$ cat src/rtl/mux_arbiter.sv
// rtl/mux_arbiter.sv - two-requester round-robin arbiter owning a 2:1 mux select
// Grants are decoded straight from the state register; the selected leg is registered into out.
module mux_arbiter #(
  parameter int DATA_W   = 8,
  parameter int MAX_HOLD = 8
) (
  input  logic              clk,
  input  logic              rst_n,
  input  logic [1:0]        req,
  input  logic [DATA_W-1:0] in0,
  input  logic [DATA_W-1:0] in1,
  output logic [1:0]        gnt,
  output logic              s,
  output logic [DATA_W-1:0] out,
  output logic              out_valid,
  output logic              busy
);

  localparam int CNT_W = (MAX_HOLD > 2) ? $clog2(MAX_HOLD) : 1;
  localparam logic [CNT_W-1:0] CNT_MAX = CNT_W'(MAX_HOLD - 1);

  typedef enum logic [1:0] {
    IDLE = 2'b00,
    GNT0 = 2'b01,
    GNT1 = 2'b10
  } state_t;

  state_t             state_q, state_d;
  logic               last_q, last_d;
  logic [CNT_W-1:0]   cnt_q, cnt_d;
  logic [DATA_W-1:0]  out_q, out_d;
  logic               out_valid_q, out_valid_d;

  always_ff @(posedge clk or negedge rst_n) begin
    if (!rst_n) begin
      state_q     <= IDLE;
      last_q      <= 1'b1;
      cnt_q       <= '0;
      out_q       <= '0;
      out_valid_q <= 1'b0;
    end else begin
      state_q     <= state_d;
      last_q      <= last_d;
      cnt_q       <= cnt_d;
      out_q       <= out_d;
      out_valid_q <= out_valid_d;
    end
  end

  always_comb begin
    state_d     = state_q;
    last_d      = last_q;
    cnt_d       = cnt_q;
    out_d       = out_q;
    out_valid_d = 1'b0;

    case (state_q)
      IDLE: begin
        case (req)
          2'b01:   state_d = GNT0;
          2'b10:   state_d = GNT1;
          2'b11:   state_d = last_q ? GNT0 : GNT1;
          default: state_d = IDLE;
        endcase
      end
      GNT0: begin
        // A release outranks preemption, so the other side gets a bubble-free hand-off
        if (!req[0])                             state_d = req[1] ? GNT1 : IDLE;
        else if (req[1] && (cnt_q == CNT_MAX))   state_d = GNT1;
      end
      GNT1: begin
        if (!req[1])                             state_d = req[0] ? GNT0 : IDLE;
        else if (req[0] && (cnt_q == CNT_MAX))   state_d = GNT0;
      end
      default: state_d = IDLE;
    endcase

    if (state_d != state_q) begin
      cnt_d = '0;
      if (state_d == GNT0)      last_d = 1'b0;
      else if (state_d == GNT1) last_d = 1'b1;
    end else if ((state_q != IDLE) && (cnt_q != CNT_MAX)) begin
      cnt_d = cnt_q + 1'b1;
    end

    // Capture only while the current holder is still requesting
    if ((state_q == GNT0) && req[0]) begin
      out_valid_d = 1'b1;
      out_d       = in0;
    end else if ((state_q == GNT1) && req[1]) begin
      out_valid_d = 1'b1;
      out_d       = in1;
    end
  end

  assign gnt       = state_q;
  assign s         = (state_q == GNT1);
  assign busy      = |state_q;
  assign out       = out_q;
  assign out_valid = out_valid_q;

endmodule
$ cat config.mk
export PLATFORM = sky130hd
export DESIGN_NAME = mux_arbiter
export DESIGN_NICKNAME = d
export VERILOG_FILES = /design/src/rtl/mux_arbiter.sv
export SDC_FILE = /design/constraint.sdc
export NUM_CORES = 1
export LEC_CHECK = 0
export CORE_UTILIZATION = 38
export DETAILED_ROUTE_END_ITERATION = 7
export PLACE_DENSITY = 0.75
export SLEW_MARGIN = 20
export SYNTH_ARGS = -nofsm -noshare
export SYNTH_HDL_FRONTEND = slang
export SYNTH_SLANG_ARGS = --single-unit
$ cat constraint.sdc
create_clock -name clk -period 1.95 [get_ports clk]
set_clock_uncertainty 0.15 [all_clocks]
set_input_delay 0.39 -clock clk [delete_from_list [all_inputs] [get_ports clk]]
set_output_delay 0.39 -clock clk [all_outputs]
set_load 0.005 [all_outputs]
**Word-level counts from Yosys, hierarchy flattened**

Cells that the tools add are included.

- Register bits after elaboration: 15
- Bits of input ports: 20
- Output and inout port bits: 13

- Reduce and logical (&&, ||, !) cells: 12
- Equality and inequality tests: 10
- Muxes and demuxes: 17
- Add/subtract/negate cells: 1

Operators by type and width:

| operator | number |
|---|---|
| 8-bit 2-to-1 mux | 2 |
| 2-bit 2-to-1 mux | 6 |
| 2-bit case mux with 3 select lines | 2 |
| 2-bit == test, second input constant | 4 |
| 2-bit nonzero test | 4 |
| 2-bit by 1-bit == test with 1-bit output, second input constant | 3 |
| 3-bit 2-to-1 mux | 2 |
| 1-bit logical AND | 5 |
| 1-bit 2-to-1 mux | 5 |
| 3-bit by 1-bit adder with 3-bit output, second input constant | 1 |
| 3-bit == test, second input constant | 1 |
| 3-bit inequality test, second input constant | 1 |
| 2-bit logical NOT | 1 |
| 2-bit inequality test | 1 |
| 2-bit AND reduction | 1 |
| 2-bit OR reduction | 1 |

**Depth between registers and ports, before layout**

Gate-level depths: netlist of the first run.

- Depth in word-level cells: 8
- Depth in mapped cells: 10
- Mapped depth without buffers: 9

**Worst setup path after synthesis of the first run**

No wires, ideal clock.

- Path type: reg-to-reg
- Start: register cnt_q[0]
- End: register last_q
- Path slack: -0.093 ns
- Setup time: 0.075 ns
- Arrival: 1.819 ns
- Buffers on the path: 1
- Cell stages (with the launch flop): 11
- Data required time: 1.725 ns
- Cell sequence: dfrtp_1 > ha_1 > ha_1 > buf_4 > a22o_1 > nand2_1 > nand3_1 > ha_1 > a21oi_2 > o21ai_1 > mux2i_1

- Word-level cells in the longest chain between the ends: 8

RTL lines:

| what | RTL line | RTL |
|---|---|---|
| from (decl) | 30 | `logic [CNT_W-1:0] cnt_q, cnt_d;` |
| from (signal assigned) | 44 | `cnt_q <= cnt_d;` |
| 3-bit == test (*) | 69, 73 |  |
| 1-bit logical AND, on equally long branches | 73, 69 |  |
| 2-bit 2-to-1 mux, on equally long branches | 73, 69 |  |
| 2-bit 2-to-1 mux, on equally long branches | 72, 68 |  |
| 2-bit case mux with 3 select lines (*) | 57 | `case (state_q)` |
| 2-bit by 1-bit == test with 1-bit output or 2-bit == test (tied branches) | 80, 81 |  |
| 2-bit nonzero test (no line) | - |  |
| 2-bit AND reduction (no line) | - |  |
| to (signal assigned) | 43 | `last_q <= last_d;` |
| to (decl) | 29 | `logic last_q, last_d;` |

Mark *: on every way between the ends. The rest lies on a longest branch, timed or not.
A chain may end at the register's enable or synchronous reset.

**Final worst setup path of the first run**

- Start: register cnt_q[1]
- End: register last_q

Same word-level chain as after synthesis.

==> key figures, run 1 <==
GRT
  • Vias in the first global route: 786
  • Antenna violations before repair: 0
  • Grt ovf: 0
  • First-pass GRT wire length: 3370 um
  • Largest net degree at the start of global routing: 16
  • Tot GR Track Use: 0.187

Clocking
  • CTS tree: yes
  • Cts hold-fix bufs: 0
  • Clock sink total: 15
  • Root Driver: clkbuf_4
  • Htree depth: 1
  • Clk slew on worst S/H paths: 0.09 ns
  • Worst-Skew Late Latency: 0.29 ns
  • CTS Buf Count: 3
  • Deepest clock path buffer count: 2

Critical path
  • Worst Path Buf+Inv: 0
  • Crit path launch: cnt_q[1]$_DFFE_PN0P_
  • Reg2reg start: cnt_q[1]$_DFFE_PN0P_
  • RR Endpoint: last_q$_DFFE_PN1P_
  • R2R setup slack: -0.02 ns
  • Crit path depth: 9
  • Critical Path, Cell by Cell: ha_2, ha_4, a22o_1, nand2_1, nand3_1, ha_1, a21oi_2, o21ai_1, mux2i_1
  • Worst setup path class: reg2reg
  • Critical Path Start Type: flip-flop
  • Capture point of the worst path: last_q$_DFFE_PN1P_
  • CP max stage delay: 0.39 ns
  • CP arrival: 2.04 ns
  • Req. time, crit path: 2.02 ns
  • Slowest-stage cell, CP: dfrtp_1
  • Top delay family on crit path: adder cells
  • R2R depth: 9
  • Crit end category: flip-flop
  • Crit Path Max Fanout: 5

Routing
  • Iteration-0 DRC count of the detailed router: 8
  • Routed wire length: 2010 um
  • Antenna-violating nets left: 0
  • Drt pass-1 iters: 4
  • Per-cell routed wire length: 12.4 um
  • Vias per cell: 5.03
  • Vias: 815
  • Drt drc: 0

STA
  • Relative slew slack: 0.805
  • Unrepaired setup endpoints after global routing: true
  • FMAX: 507 MHz
  • Final cycle utilization of the critical path: 1.01
  • Slew Viols, Final: 0
  • Final hold slack: 0.251 ns
  • Final setup fails: 1
  • Final hold violation count: 0
  • Final worst slack: -0.0223 ns
  • Post-layout min period: 1.97 ns
  • Worst-margin pin slew: 0.292 ns

Synthesis
  • Ys Warns: 0
  • Synthesized instance count: 91
  • FF+latch count, synth: 15
  • Post-synthesis cell type count: 29
  • Synth Net Count: 114
  • Sequential share of the synthesized area: 0.446
  • Mapped cell area: 845 um2
  • Syn_area_per_cell: 9.28 um2

Floorplanning
  • Die footprint: 2420 um2
  • Row cnt: 16
  • Core Region: 2020 um2
  • Die height: 49.1 um
  • Initial core utilization: 0.418
  • Die Wd: 49.1 um
  • Num ports: 33

Hold path
  • HP Class: in2async

Placed design
  • DP Wirelength: 1490 um
  • Buffers added on ports: 32
  • Final RePlAce weighted congestion: 0.823

Pwr
  • VDD IR max: 0.000654 V
  • Pint: 0.819 mW
  • Sw power: 0.367 mW
  • Register share of total power: 0.396
  • PD cells: 923 nW/um2
  • Leak: 0.593 nW
  • Comb power frac: 0.452
  • Switching Share: 0.310
  • Clk network pwr share: 0.152

Cells and area
  • NumNets Final: 159
  • Util after Layout: 0.636
  • Layout area overhead: 52.3%
  • Antenna Cells: 0
  • Layout cells sized above 1: 0.207

Job
  • Max cap viols: 0

Status
  • Violated checks: negative setup slack
  • Status: complete, but fails checks
## timing repair
| item | CTS | global route |
|---|---|---|
| gates resized for setup | 4 | 2 |
| buffers inserted | 3 | 3 |
| pin swaps | 1 | 1 |
| endpoints found under the setup margin | 3 | 5 |
| hold endpoints to repair | 0 | 0 |
## registers in the layout, summed over array words and instances (netlist names)
register	count
cnt_q	3
gnt	2
last_q	1
out_valid	1
out	8
## metal layers
metal	up-vias	share of wire	track usage
met4	0	0.016	0.0784
li1	400	-	-
met3	4	0.041	0.0592
met1	390	0.40	0.190
met5	-	0	0
met2	21	0.54	0.347
## synth_stat cells
| cell type | count | area (um2) |
|---|---|---|
| xnor2_1 | 1 | 8.76 |
| nor2b_1 | 1 | 6.26 |
| and3_1 | 1 | 6.26 |
| mux2i_1 | 1 | 10.0 |
| nor3_1 | 1 | 5.00 |
| a22o_1 | 1 | 8.76 |
| o21ai_0 | 4 | 20.0 |
| a31oi_1 | 6 | 37.5 |
| dfrtp_1 | 14 | 350 |
| a21oi_2 | 1 | 8.76 |
| nand3_1 | 4 | 20.0 |
| nand2_1 | 18 | 67.6 |
| buf_6 | 3 | 33.8 |
| and3b_2 | 1 | 10.0 |
| and3_2 | 1 | 7.51 |
| a21oi_1 | 4 | 20.0 |
| dfstp_2 | 1 | 26.3 |
| o22ai_1 | 1 | 6.26 |
| a22oi_1 | 3 | 22.5 |
| nor2_1 | 9 | 33.8 |
| o21ai_1 | 1 | 5.00 |
| nand2_2 | 1 | 6.26 |
| a2bb2oi_1 | 1 | 8.76 |
| ha_1 | 3 | 37.5 |
| nand3b_1 | 1 | 7.51 |
| buf_12 | 1 | 20.0 |
| nand3b_4 | 1 | 20.0 |
| buf_4 | 2 | 15.0 |
| inv_1 | 4 | 15.0 |
## worst min-delay path by stage
stage                                  start              endpoint  slack (ns)
after CTS                              rst_n      gnt[0]$_DFF_PN0_        0.25
after floorplan                        rst_n  cnt_q[0]$_DFFE_PN0P_       -0.06
after global placement    last_q$_DFFE_PN1P_    last_q$_DFFE_PN1P_        0.32
after global routing                   rst_n      gnt[1]$_DFF_PN0_        0.29
final                                  rst_n      gnt[1]$_DFF_PN0_        0.25
after detailed placement  last_q$_DFFE_PN1P_    last_q$_DFFE_PN1P_        0.33
## area by class of cell
cell class                 instances  area, um2
timing repair buffer              46        428
sequential                        15        377
fill                             180        736
multi-input combinational         66        405
clock inverter                     1       5.00
inverter                           4       15.0
clock buffer                       3       22.5
tap                               27       33.8
## power by group through the flow
stage               registers, mW  logic, mW  clock network (mW)
floorplan                   0.479      0.235                   0
global placement            0.474      0.496                   0
detailed placement          0.478      0.507                   0
CTS                         0.473      0.521               0.189
global route                0.483      0.583               0.200
finish                      0.470      0.537               0.180
## placed cells by master (no fill, tap or decap), drive strengths merged, types with 2 or more instances in the layout
cell type,netlist,final
a21oi,5,5
a22oi,3,3
a31oi,6,6
and3,2,2
buf,6,14
clkbuf,0,3
clkdlybuf4s50,0,31
dfrtp,14,14
ha,3,3
inv,4,4
nand2,19,19
nand3,4,4
nand3b,2,2
nor2,9,9
o21ai,5,5
## worst register-to-register path, stage by stage (launching register included)
cell and delay, ns:
dfrtp_1 0.39, ha_2 0.20, ha_4 0.18, a22o_1 0.21
nand2_1 0.07, nand3_1 0.07, ha_1 0.30, a21oi_2 0.10
o21ai_1 0.09, mux2i_1 0.15
## logic make-up (layout without fill, tap and decap cells)
| kind of cell | count (synthesis) | after routing | synth area share |
|---|---|---|---|
| compound gates | 22 | 22 | 0.163 |
| fa+ha+maj | 3 | 3 | 0.0444 |
| mux | 1 | 1 | 0.0119 |
| simple gates | 39 | 39 | 0.225 |
| xor+xnor | 1 | 1 | 0.0104 |
| buf+inv | 10 | 54 | 0.0992 |
| flops | 15 | 15 | 0.446 |
## through the flow
step,power (mW),setup slack (ns),cell area [um2],TNS (ns),cells
2_1_floorplan,0.714,-0.00907,863,-0.00907,91
3_3_place_gp,0.970,-0.111,1200,-0.111,152
3_5_place_dp,0.985,-0.201,1200,-0.299,152
4_1_cts,1.18,-0.0342,1260,-0.0635,159
5_1_grt,1.27,-0.127,1290,-0.392,162
6_report,1.19,-0.0223,1290,-0.0223,162
No activity file was read; power rests on OpenSTA's default activity.
==> run 2, diff against run 1 <==
ABC_CLOCK_PERIOD_IN_PS = 1950   (was not set)
==> results of run 2 <==
No change in the layout: final DEF, timing and power equal those of run 1.
